File: config.mk
export PLATFORM = sky130hd
export DESIGN_NAME = dmem_port_arbiter
export DESIGN_NICKNAME = d
export VERILOG_FILES = /design/src/rtl/dmem_port_arbiter.sv
export SDC_FILE = /design/constraint.sdc
export NUM_CORES = 1
export LEC_CHECK = 0
export ABC_AREA = 0
export BUFFER_PORTS_ARGS = -buffer_cell sky130_fd_sc_hd__buf_2
export CORE_MARGIN = 3
export CORE_UTILIZATION = 30
export CTS_CLUSTER_DIAMETER = 50
export CTS_CLUSTER_SIZE = 8
export DETAILED_ROUTE_END_ITERATION = 10
export SLEW_MARGIN = 20
export SYNTH_ARGS = -nofsm -noshare
export SYNTH_HDL_FRONTEND = slang
export SYNTH_SLANG_ARGS = --single-unit
File: constraint.sdc
create_clock -name clk -period 1.3 [get_ports clk]
set_input_delay 0.195 -clock clk [delete_from_list [all_inputs] [get_ports clk]]
set_output_delay 0.195 -clock clk [all_outputs]
set_load 0.005 [all_outputs]
File: src/rtl/dmem_port_arbiter.sv
// Two-master arbiter (CPU MEM stage and debug/loader) onto one synchronous RAM port.
// CPU has priority; a debug request blocked for MAX_WAIT cycles is forced a one-cycle grant.
module dmem_port_arbiter #(
    parameter int unsigned MAX_WAIT = 4
) (
    input  logic        clk,
    input  logic        rst_n,
    input  logic        cpu_req,
    input  logic [3:0]  cpu_we,
    input  logic [31:0] cpu_addr,
    input  logic [31:0] cpu_wdata,
    output logic        cpu_stall,
    output logic        cpu_rvalid,
    output logic [31:0] cpu_rdata,
    input  logic        dbg_req,
    input  logic [3:0]  dbg_we,
    input  logic [31:0] dbg_addr,
    input  logic [31:0] dbg_wdata,
    output logic        dbg_gnt,
    output logic        dbg_rvalid,
    output logic [31:0] dbg_rdata,
    output logic [3:0]  ram_we,
    output logic [29:0] ram_addr,
    output logic [31:0] ram_din,
    input  logic [31:0] ram_dout
);

    typedef enum logic [0:0] {
        CPU_PRI   = 1'b0,
        DBG_FORCE = 1'b1
    } state_t;

    localparam logic [3:0] C_MAX_WAIT = 4'(MAX_WAIT);

    state_t      r_state;
    state_t      w_state_nxt;
    logic [3:0]  r_wait_cnt;
    logic [3:0]  w_wait_cnt_nxt;
    logic        w_cpu_granted;
    logic        w_dbg_granted;
    logic        r_cpu_pend;
    logic        r_dbg_pend;
    logic [31:0] r_cpu_hold;
    logic [31:0] r_dbg_hold;
    logic [1:0]  w_lane;
    logic [3:0]  w_cpu_we_sh;
    logic [31:0] w_cpu_din_sh;
    logic [3:0]  w_ram_we;
    logic [29:0] w_ram_addr;
    logic [31:0] w_ram_din;

    // Arbitration: grant decode, wait counter and next state from current requests.
    always_comb begin
        w_cpu_granted  = 1'b0;
        w_dbg_granted  = 1'b0;
        w_state_nxt    = CPU_PRI;
        w_wait_cnt_nxt = 4'd0;
        case (r_state)
            CPU_PRI: begin
                w_cpu_granted = cpu_req;
                w_dbg_granted = ~cpu_req & dbg_req;
            end
            DBG_FORCE: begin
                // A dropped debug request simply falls back without touching the RAM.
                w_dbg_granted = dbg_req;
            end
            default: begin
                w_cpu_granted = 1'b0;
                w_dbg_granted = 1'b0;
            end
        endcase
        if (!dbg_req || w_dbg_granted) begin
            w_wait_cnt_nxt = 4'd0;
        end else if (r_wait_cnt != 4'hF) begin
            w_wait_cnt_nxt = r_wait_cnt + 4'd1;
        end else begin
            w_wait_cnt_nxt = r_wait_cnt;
        end
        if ((r_state == CPU_PRI) && (w_wait_cnt_nxt == C_MAX_WAIT)) begin
            w_state_nxt = DBG_FORCE;
        end else begin
            w_state_nxt = CPU_PRI;
        end
    end

    // State and wait counter registers.
    always_ff @(posedge clk or negedge rst_n) begin
        if (!rst_n) begin
            r_state    <= CPU_PRI;
            r_wait_cnt <= 4'd0;
        end else begin
            r_state    <= w_state_nxt;
            r_wait_cnt <= w_wait_cnt_nxt;
        end
    end

    assign w_lane       = cpu_addr[1:0];
    assign w_cpu_we_sh  = cpu_we << w_lane;
    assign w_cpu_din_sh = cpu_wdata << {w_lane, 3'b000};

    // RAM port mux; everything that can act on the RAM is held off while in reset.
    always_comb begin
        w_ram_we   = 4'd0;
        w_ram_addr = cpu_addr[31:2];
        w_ram_din  = w_cpu_din_sh;
        if (!rst_n) begin
            w_ram_we = 4'd0;
        end else if (w_cpu_granted) begin
            w_ram_we   = w_cpu_we_sh;
            w_ram_addr = cpu_addr[31:2];
            w_ram_din  = w_cpu_din_sh;
        end else if (w_dbg_granted) begin
            w_ram_we   = dbg_we;
            w_ram_addr = dbg_addr[31:2];
            w_ram_din  = dbg_wdata;
        end else begin
            w_ram_we = 4'd0;
        end
    end

    assign ram_we    = w_ram_we;
    assign ram_addr  = w_ram_addr;
    assign ram_din   = w_ram_din;
    assign cpu_stall = rst_n & cpu_req & ~w_cpu_granted;
    assign dbg_gnt   = rst_n & dbg_req & w_dbg_granted;

    // Read-owner tracking and last-value holding for each return channel.
    always_ff @(posedge clk or negedge rst_n) begin
        if (!rst_n) begin
            r_cpu_pend <= 1'b0;
            r_dbg_pend <= 1'b0;
            r_cpu_hold <= 32'd0;
            r_dbg_hold <= 32'd0;
        end else begin
            r_cpu_pend <= w_cpu_granted & (cpu_we == 4'd0);
            r_dbg_pend <= w_dbg_granted & (dbg_we == 4'd0);
            if (r_cpu_pend) begin
                r_cpu_hold <= ram_dout;
            end
            if (r_dbg_pend) begin
                r_dbg_hold <= ram_dout;
            end
        end
    end

    // RAM data arrives one cycle after the grant, so the return bypasses the hold register.
    assign cpu_rvalid = r_cpu_pend;
    assign dbg_rvalid = r_dbg_pend;
    assign cpu_rdata  = r_cpu_pend ? ram_dout : r_cpu_hold;
    assign dbg_rdata  = r_dbg_pend ? ram_dout : r_dbg_hold;

endmodule

# --- After elaboration in Yosys (flattened, before gate mapping) ---
# Index checks and enable logic that the tools add are counted.
word_totals:
  ff_bits: 71
  in_bits: 172
  output_inout_bits: 134
op_classes:
  n_addsub: 1
  eq_ne: 2
  shifts: 2
  muxes: 16
  bitwise: 10
  reduce_logical: 5
ops:
  columns: ["op", "count"]
  rows:
  - ["$mux W32", 5]
  - ["$mux W30", 3]
  - ["$shl A32 B5 Y32", 1]
  - ["$mux W4", 5]
  - ["$logic_not A4 Y1", 2]
  - ["$and A1 B1 Y1", 7]
  - ["$add A4 B1 Y4 const B", 1]
  - ["$eq A4 B3 Y1 const B", 1]
  - ["$ne A4 B4 Y1 const B", 1]
  - ["$shl A4 B2 Y4", 1]
  - ["$not A1 Y1", 3]
  - ["$mux W1", 2]
  - ["$pmux W1 S2", 1]
  - ["$logic_and A1 B1 Y1", 1]
  - ["$logic_not A1 Y1", 1]
  - ["$logic_or A1 B1 Y1", 1]

# --- Logic depth before layout (Yosys ltp) ---
# Gate-level depths: netlist of run 1.
depth:
  ltp_word: 8
  mapped_depth: 6

# --- Worst setup path before layout of run 1 ---
# No wires, ideal clock.
synth_timing:
  kind: "flip-flop to output port"
  startpoint: "reg r_state"
  endpoint: "out ram_addr[0]"
  t_arrival_ns: 1.172
  t_required_ns: 1.105
  path_slack_ns: -0.067
  stages_incl_launch_ff: 6
  path_cell_list: "dfrtp_1 > nand2b_4 > nand3_4 > inv_4 > buf_8 > mux2_4"
synth_between:
  elab_chain_len: 5
synth_lines:
  columns: ["item", "line", "rtl"]
  rows:
  - ["from (decl)", "35", "state_t r_state;"]
  - ["from (signal assigned)", "92", "r_state <= w_state_nxt;"]
  - ["$not A1 Y1", "58", "case (r_state)"]
  - ["$pmux W1 S2", "58", null]
  - ["$mux W30", "112", "end else if (w_dbg_granted) begin"]
  - ["$mux W30 (*)", "108", "end else if (w_cpu_granted) begin"]
  - ["$mux W30 (*)", "106", "if (!rst_n) begin"]
  - ["to (decl)", "23", "output logic [29:0] ram_addr,"]
# Mark *: on every way between the ends. The rest lies on a longest branch, timed or not.

# --- Worst setup path after layout of run 1 ---
layout_timing:
  startpoint: "reg r_state"
  endpoint: "out ram_addr[25]"
# Same word-level chain as after synthesis.

==> metrics.yaml, run 1 <==
synthesis:
  avgSynthCellArea_um2: 12.8
  async_flop_share: 1.00
  ys_seq_area_frac: 0.417
  synth-edff-count: 0
  synth.distinct_cells: 42
  syn_inst: 332
  synthFlopType: "dfrtp_1"
  syn_nets: 505
  ys_ff_latch: 71
  netlist_area_um2: 4260
  ys_warn_count: 0
clock_tree:
  numCtsBuffers: 9
  path_clk_slew_ps: 60
  clock_sinks: 71
  htreeDepth: 3
  cts_tree: "built"
  clk_latency_ps: 320
  clock_path_buffers: 2
  cts-root-buf: "clkbuf_16"
die:
  die_area_um2: 15700
  initial_core_util: 0.314
  num_io_pins: 306
  core_area_um2: 13600
  num_rows: 42
  dieWidth_um: 125
  die_y_um: 125
sta:
  max_freq_ghz: 0.551
  finalCriticalPeriod_ps: 1820
  holdWs_ps: 13.7
  fin_ws_ps: -516
  grt_setup_unrepaired: "true"
  setup_violations: 144
  fin_skew_ps: 3.78
  fin_crit_sh: 1.40
  worst_slew_pin_slew_ps: 591
  finalHoldViolations: 0
  slew_headroom: 0.606
  drv_slew: 0
finish:
  final_cells: 891
  multi_input_area_um2: 2750
  antennaDiodeCount: 0
  area_growth_pct: 94.5
  fin_util: 0.611
  nets: 884
  fillers: 1059
  layout-drive-gt1-share: 0.772
  seqCellArea_um2: 1780
routing:
  wl_per_cell_um: 21.9
  drc: 0
  ant_nets: 0
  wl_um: 19500
  vias_per_cell: 4.86
  first_iter_violations: 174
  vias: 4330
  firstDrtPassIters: 4
grt:
  track_usage: 0.226
  grt_pass1_wl_um: 27500
  antenna_found_initial: 0
  grt_overflow: 0
  grt_pass1_vias: 4492
  grt_start_max_net_pins: 49
place:
  globalplace.congestion: 1.06
  dp_cells: 821
  post-dp-hpwl_um: 13400
  portBuffers: 303
setup_path:
  r2r_start: "dbg_rvalid$_DFF_PN0_"
  rrSetupSlack_ps: -60
  endpoint_kind: "output pin"
  crit_arrival_ps: 1620
  required_ps: 1110
  reg2reg_depth: 5
  critPathKind: "flop to output pin"
  r2r_end: "r_dbg_hold[17]$_DFF_PN0_"
  cp-start-kind: "flop"
  crit_fanout: 8
run_status:
  status: "finished with violations"
  violations: "negative setup slack"
pwr:
  peakVddDrop_mv: 0.655
  total_leakage_power_nw: 4.25
  power.density_nw_per_um2: 1100
  finalPower_mw: 9.15
run:
  drv_cap: 0
worst_hold_path:
  worstHoldPathType: "input port to asynchronous set/reset pin"
-- per-stage QoR --
stage               area [um2]  setup WS, ps  TNS, ps
finish                    8280          -516   -54410
global route              8280          -580   -61220
CTS                       7780          -536   -60490
detailed placement        6220          -200   -10080
global placement          6220          -192    -9000
floorplan                 4310         -52.0    -1590
-- Yosys cell counts (all sizes together) (2+ instances only) --
| library cell | n | area (um2) |
|---|---|---|
| mux2 | 110 | 1350 |
| dfrtp | 71 | 1780 |
| mux2i | 37 | 370 |
| buf | 24 | 180 |
| nand4 | 16 | 100 |
| nand2 | 11 | 41.3 |
| o21ai | 9 | 45.0 |
| o2bb2ai | 8 | 76.3 |
| o31ai | 8 | 60.1 |
| nand3 | 5 | 37.5 |
| nor2 | 5 | 21.3 |
| clkbuf | 3 | 11.3 |
| inv | 3 | 13.8 |
| a31oi | 2 | 12.5 |
| and3 | 2 | 12.5 |
| nor3b | 2 | 15.0 |
| xnor2 | 2 | 17.5 |
-- worst max-delay path: stages, from the launching register on --
cell      delay [ps]
dfrtp_1          340
nand2b_4         130
nand3_4          100
inv_8            130
buf_12           150
mux2_4           310
buf_6            120
-- registers in the layout, summed over array words and instances, names as in the netlist --
name	cells
cpu_rvalid	1
dbg_rvalid	1
r_cpu_hold	32
r_dbg_hold	32
r_state	1
r_wait_cnt	4
-- cell usage in the layout (no fill, tap or decap), types with 4 or more instances in the layout --
cell type,synthesis,final
mux2_4,30,110
buf_12,0,13
buf_4,4,49
o31ai_2,0,4
nor2_1,4,4
nand4_1,16,16
clkbuf_16,0,10
buf_6,2,135
nand2_1,11,9
buf_2,12,192
mux2i_1,37,37
dfrtp_1,71,69
o2bb2ai_1,7,7
o21ai_2,0,8
-- worst max path at each step --
stage,cells past startpoint,startpoint,slack [ps],endpoint
6_report,6,r_state$_DFF_PN0_,-520,ram_addr[25]
5_1_grt,6,r_state$_DFF_PN0_,-580,ram_addr[1]
4_1_cts,5,cpu_rvalid$_DFF_PN0_,-540,cpu_rdata[28]
3_5_place_dp,6,r_state$_DFF_PN0_,-200,ram_addr[28]
3_3_place_gp,6,cpu_addr[1],-190,ram_din[30]
2_1_floorplan,5,r_state$_DFF_PN0_,-50,ram_addr[0]
-- layer usage --
| layer | routed length (um) | vias to the layer above | track usage |
|---|---|---|---|
| li1 | - | 1990 | - |
| met1 | 7930 | 2121 | 0.277 |
| met2 | 10000 | 207 | 0.402 |
| met3 | 1320 | 12 | 0.0529 |
| met4 | 238 | 0 | 0.0548 |
| met5 | 0 | - | 0 |
-- power by group --
| group | total (mW) | switching [mW] | internal, mW |
|---|---|---|---|
| combinational | 3.91 | 1.39 | 2.52 |
| clock | 2.44 | 0.869 | 1.58 |
| sequential | 2.79 | 0.156 | 2.64 |
-- repair_timing --
item	CTS	global route
gates cloned	8	1
pin swaps	5	5
setup endpoints to repair	134	149
setup buffers	23	34
gates resized for setup	176	94
hold buffers	1	0
hold endpoints to repair	1	0
-- cell type report --
| type | instances | share of cell area |
|---|---|---|
| Timing Repair Buffer | 395 | 0.388 |
| Multi-Input combinational cell | 231 | 0.332 |
| Sequential cell | 71 | 0.215 |
| Clock buffer | 12 | 0.0310 |
| Tap cell | 176 | 0.0266 |
| Clock inverter | 3 | 0.00514 |
| Inverter | 3 | 0.00227 |
-- cell families (layout without fill, tap and decap cells) --
group           Yosys count  count (layout)  synth area share
xor+xnor                  2               2           0.00411
mux                     147             147             0.404
compound gates           32              32            0.0552
simple gates             49              49            0.0682
flops                    71              71             0.417
fa+ha+maj                 1               1           0.00294
buf+inv                  30             413            0.0482
Note: power is estimated with default switching activity, not from simulation.
==> run 2, diff against run 1 <==
- CORE_MARGIN: 3 -> 5
==> metrics.yaml, run 2 (same netlist as run 1, synthesis figures left out) <==
run_status:
  status: "finished with violations"
  violations: "negative setup slack"
setup_path:
  cp_top_family: "flip-flops"
  rrSetupSlack_ps: -60  # about the same
  cp-start-kind: "flop"
  crit_arrival_ps: 1660  # +40 ps
  crit_fanout: 7  # -1
  crit_start: "r_state$_DFF_PN0_"
  required_ps: 1110  # about the same
  critPathKind: "flop to output pin"
  critPathBufInv: 2  # -1
  endpoint_kind: "output pin"
  path_cells: "nand2b_4, nand3_4, buf_4, mux2_2, buf_2"
  slowest_stage: "dfrtp_1"
  r2r_start: "cpu_rvalid$_DFF_PN0_"
  slowest_delay_ps: 390  # +50 ps
grt:
  antenna_found_initial: 1  # +1
  grt_start_max_net_pins: 67  # +37%
  grt_overflow: 0  # unchanged
  grt_pass1_vias: 4952  # +10%
  track_usage: 0.212  # -0.0141
  grt_pass1_wl_um: 27300  # -0.70%
sta:
  finalCriticalPeriod_ps: 1860  # +42.6 ps
  fin_crit_sh: 1.43  # +0.0328
  drv_slew: 0  # unchanged
  fin_skew_ps: 4.36  # +0.578 ps
  grt_setup_unrepaired: "true"
  setup_violations: 139  # -3.5%
  fin_ws_ps: -558  # -42.6 ps
  slew_headroom: 0.504  # -0.102
  finalHoldViolations: 0  # unchanged
  max_freq_ghz: 0.538  # -2.3%
  fin_tns_setup_ps: -58900  # -4500 ps
  worst_slew_pin_slew_ps: 742  # +151 ps
routing:
  vias: 4382  # +1.2%
  ant_nets: 0  # unchanged
  dr_wl_met3_um: 1590  # +21%
  firstDrtPassIters: 4  # unchanged
  wl_met2_um: 9740  # -2.6%
  wl_um: 19400  # -0.38%
  top_layer_used: "met5"
  wl_met1_um: 7430  # -6.3%
  drc: 0  # unchanged
  first_iter_violations: 174  # unchanged
  vias_per_cell: 4.90  # +0.75%
  wl_per_cell_um: 21.7  # -0.82%
clock_tree:
  clock_path_buffers: 2  # unchanged
  clk_latency_ps: 330  # about the same
  cts-root-buf: "clkbuf_16"
  clock_sinks: 71  # unchanged
  path_clk_slew_ps: 60  # about the same
  cts_tree: "built"
  htreeDepth: 3  # unchanged
  numCtsBuffers: 9  # unchanged
finish:
  layout_common_cells: "210 x buf_2, 125 x buf_6, 98 x mux2_4, 69 x dfrtp_1, 38 x buf_4"
  top_regs: "r_cpu_hold: 32 flops, r_dbg_hold: 32 flops, r_wait_cnt: 4 flops"
  nets: 883  # -0.11%
  layout-drive-gt1-share: 0.764  # -0.00839
  antennaDiodeCount: 0  # unchanged
  area_growth_pct: 91.2
  mostFrequentLayoutCell: "buf_2"
pwr:
  power.density_nw_per_um2: 1120  # +1.5%
  peakVddDrop_mv: 0.556  # -15%
  total_leakage_power_nw: 4.18  # -1.7%
die:
  die_area_um2: 16700  # +6.5%
  num_rows: 43  # +2.4%
  initial_core_util: 0.307  # -0.00731
  dieWidth_um: 129  # +3.2%
  core_area_um2: 13900  # +2.4%
  die_y_um: 129  # +3.2%
  num_io_pins: 306  # unchanged
place:
  place_ws_ps: -274  # -73.9 ps
  globalplace.congestion: 0.959  # -9.6%
  post-dp-hpwl_um: 12700  # -5.0%
  portBuffers: 303  # unchanged
worst_hold_path:
  worstHoldPathType: "input port to asynchronous set/reset pin"
run:
  drv_cap: 0  # unchanged
run 2: final timing paths:
| check | end | cells past startpoint |
|---|---|---|
| min in group clk | cpu_rvalid$_DFF_PN0_ | 3 |
| worst max register to register | r_cpu_hold[9]$_DFF_PN0_ | 5 |
| worst min-delay path | r_wait_cnt[1]$_DFF_PN0_ | 3 |
| worst max-delay path | ram_din[30] | 5 |
| max in group asynchronous | r_state$_DFF_PN0_ | 3 |
| worst min register to register | r_cpu_hold[22]$_DFF_PN0_ | 1 |
run 2: worst register-to-register path, stage by stage (launching register included):
cell and delay [ps]:
dfrtp_2 410, buf_12 150, buf_12 160, mux2_4 330
buf_6 120, buf_6 100
run 2: cell type report:
class	instances	area, um2
inverters	3	18.8
fillers	1079	5740
repair buffers	394	3180
flip-flops and latches	71	1780
clock inverters	5	57.6
clock buffers	11	243
well taps	180	225
multi-input cells	231	2640
run 2: per-stage QoR:
stage	cell area [um2]	total power, mW	cells	hold WS [ps]	utilization
global route	8150	9.52	895	64.4	0.587
finish	8150	9.13	895	56.6	0.587
floorplan	4310	3.78	332	-101	-
global placement	6110	4.90	814	178	0.440
CTS	7840	8.57	881	50.4	0.565
detailed placement	6110	4.97	814	184	0.440
run 2: layer usage:
metal | GRT usage | vias to the layer above
met5 | 0 | -
met4 | 0.0821 | 2
met3 | 0.0614 | 39
met2 | 0.373 | 228
met1 | 0.242 | 2113
li1 | - | 2000
run 2: power breakdown:
| group | switching [mW] | leakage [nW] | internal, mW |
|---|---|---|---|
| sequential | 0.161 | 0.895 | 2.64 |
| combinational | 1.37 | 3.13 | 2.49 |
| clock | 0.930 | 0.149 | 1.54 |
run 2: repair_timing:
| item | 4_1_cts | 5_1_grt |
|---|---|---|
| hold buffers | 1 | 0 |
| gates cloned | 10 | 1 |
| gates resized for setup | 176 | 60 |
| endpoints found under the hold margin | 1 | 0 |
| setup buffers | 40 | 22 |
| endpoints found under the setup margin | 133 | 158 |
| pin swaps | 4 | 2 |
==> run 3, diff against run 2 <==
- CORE_UTILIZATION: 30 -> 35
- PLACE_DENSITY: unset -> 0.73
==> metrics.yaml, run 3 (same netlist as run 1, synthesis figures left out) <==
run_status:
  status: "finished with violations"
  violations: "negative setup slack"
finish:
  fin_util: 0.697  # +0.110
  area_growth_pct: 95.7
  fin_area_um2: 8340  # +2.4%
  mostFrequentLayoutCell: "buf_2"
  top_regs: "r_cpu_hold: 32 flops, r_dbg_hold: 32 flops, r_wait_cnt: 4 flops"
  layout_common_cells: "205 x buf_2, 141 x buf_6, 99 x mux2_4, 70 x dfrtp_1, 42 x buf_4"
  final_cells: 877  # -2.0%
  nets: 897  # +1.6%
  layout-drive-gt1-share: 0.775  # +0.0114
routing:
  wl_um: 21500  # +11%
  vias: 4700  # +7.3%
  ant_nets: 0  # unchanged
  firstDrtPassIters: 4  # unchanged
  drc: 0  # unchanged
  wl_per_cell_um: 24.5  # +13%
  first_iter_violations: 267  # +53%
  vias_per_cell: 5.36  # +9.5%
place:
  post-dp-hpwl_um: 12200  # -3.7%
  dp_cells: 783  # -3.8%
  placed_area_um2: 6090  # -0.23%
  place_ws_ps: -288  # -14.8 ps
  portBuffers: 303  # unchanged
  globalplace.congestion: 0.936  # -2.4%
sta:
  worst_slew_pin_slew_ps: 775  # +32.8 ps
  slew_headroom: 0.482  # -0.0219
  holdWs_ps: 117  # +60.8 ps
  finalCriticalPeriod_ps: 1890  # +28.8 ps
  fin_tns_setup_ps: -59160  # -259 ps
  setup_violations: 155  # +12%
  max_freq_ghz: 0.530  # -1.5%
  drv_slew: 0  # unchanged
  fin_crit_sh: 1.45  # +0.0221
  fin_skew_ps: 7.75  # +3.39 ps
  fin_ws_ps: -587  # -28.8 ps
  finalHoldViolations: 0  # unchanged
  grt_setup_unrepaired: "true"
setup_path:
  crit_arrival_ps: 1690  # +30 ps
  slowest_delay_ps: 380  # about the same
  required_ps: 1110  # about the same
  crit_fanout: 6  # -1
  critPathKind: "flop to output pin"
  r2r_start: "dbg_rvalid$_DFF_PN0_"
  endpoint_kind: "output pin"
  crit_start: "r_state$_DFF_PN0_"
  slowest_stage: "dfrtp_1"
  cp-start-kind: "flop"
  path_cells: "nand2b_4, nand3_4, buf_4, buf_8, mux2_2, buf_2"
pwr:
  finalPower_mw: 9.61  # +5.3%
  power.density_nw_per_um2: 1150  # +2.8%
  total_leakage_power_nw: 4.29  # +2.7%
  peakVddDrop_mv: 0.580  # +4.4%
clock_tree:
  clock_sinks: 71  # unchanged
  clock_path_buffers: 2  # unchanged
  htreeDepth: 3  # unchanged
  path_clk_slew_ps: 60  # about the same
  cts-root-buf: "clkbuf_16"
  postCtsHoldBufs: 0  # -1
  cts_tree: "built"
  clk_latency_ps: 340  # about the same
  numCtsBuffers: 9  # unchanged
die:
  core_area_um2: 12000  # -14%
  num_io_pins: 306  # unchanged
  dieWidth_um: 120  # -6.8%
  die_y_um: 120  # -6.8%
  die_area_um2: 14500  # -13%
  num_rows: 40  # -7.0%
  initial_core_util: 0.356  # +0.0492
worst_hold_path:
  worstHoldPathType: "input port to flop"
  hp-start: "cpu_we[3]"
grt:
  grt_overflow: 0  # unchanged
  grt_pass1_wl_um: 29300  # +7.2%
  grt_start_max_net_pins: 30  # -55%
  antenna_found_initial: 1  # unchanged
  grt_pass1_vias: 5023  # +1.4%
  track_usage: 0.262  # +0.0497
run:
  drv_cap: 0  # unchanged
==> run 3: cell type report <==
cell class	instances	area [um2]
fill	750	3620
tap	147	184
multi-input combinational	231	2710
inverter	3	18.8
clock buffer	12	256
sequential	71	1780
timing repair buffer	408	3330
clock inverter	4	52.6
antenna	1	2.50
==> run 3: per-layer routing <==
layer,vias up,track usage,wire length [um]
met5,-,0,0
met4,0,0.115,902
met3,59,0.0711,1850
met2,300,0.470,11100
met1,2322,0.289,7560
li1,2019,-,-
==> run 3: where the power goes <==
group / internal, mW / switching [mW] / leakage [nW]
registers: 2.64 / 0.206 / 0.897
logic: 2.64 / 1.55 / 3.24
clock network: 1.60 / 0.978 / 0.153
total: 6.88 / 2.73 / 4.29
==> run 3: worst max-delay path: cells and delay by family, from the launching register on <==
family | cells | cell delay, ps
DFF | 1 | 380
muxes | 1 | 340
buffers and inverters | 3 | 380
and+or+nand+nor | 2 | 260
==> run 3: repair_timing <==
item	CTS	global route
buffers inserted	37	44
endpoints found under the setup margin	133	163
hold endpoints to repair	0	0
pin swaps	2	5
gates cloned	9	1
gates resized for setup	167	105
==> run 3: final timing paths <==
check                                      endpoint  slack, ps  cells after the start
setup / recovery                        ram_din[30]       -590                      6
hold / removal                 cpu_rvalid$_DFF_PN0_        120                      3
setup reg to reg            r_dbg_hold[1]$_DFF_PN0_       -140                      5
hold reg to reg            r_dbg_hold[21]$_DFF_PN0_        510                      1
max in group asynchronous   r_cpu_hold[2]$_DFF_PN0_        380                      4
min in group asynchronous         r_state$_DFF_PN0_        130                      3
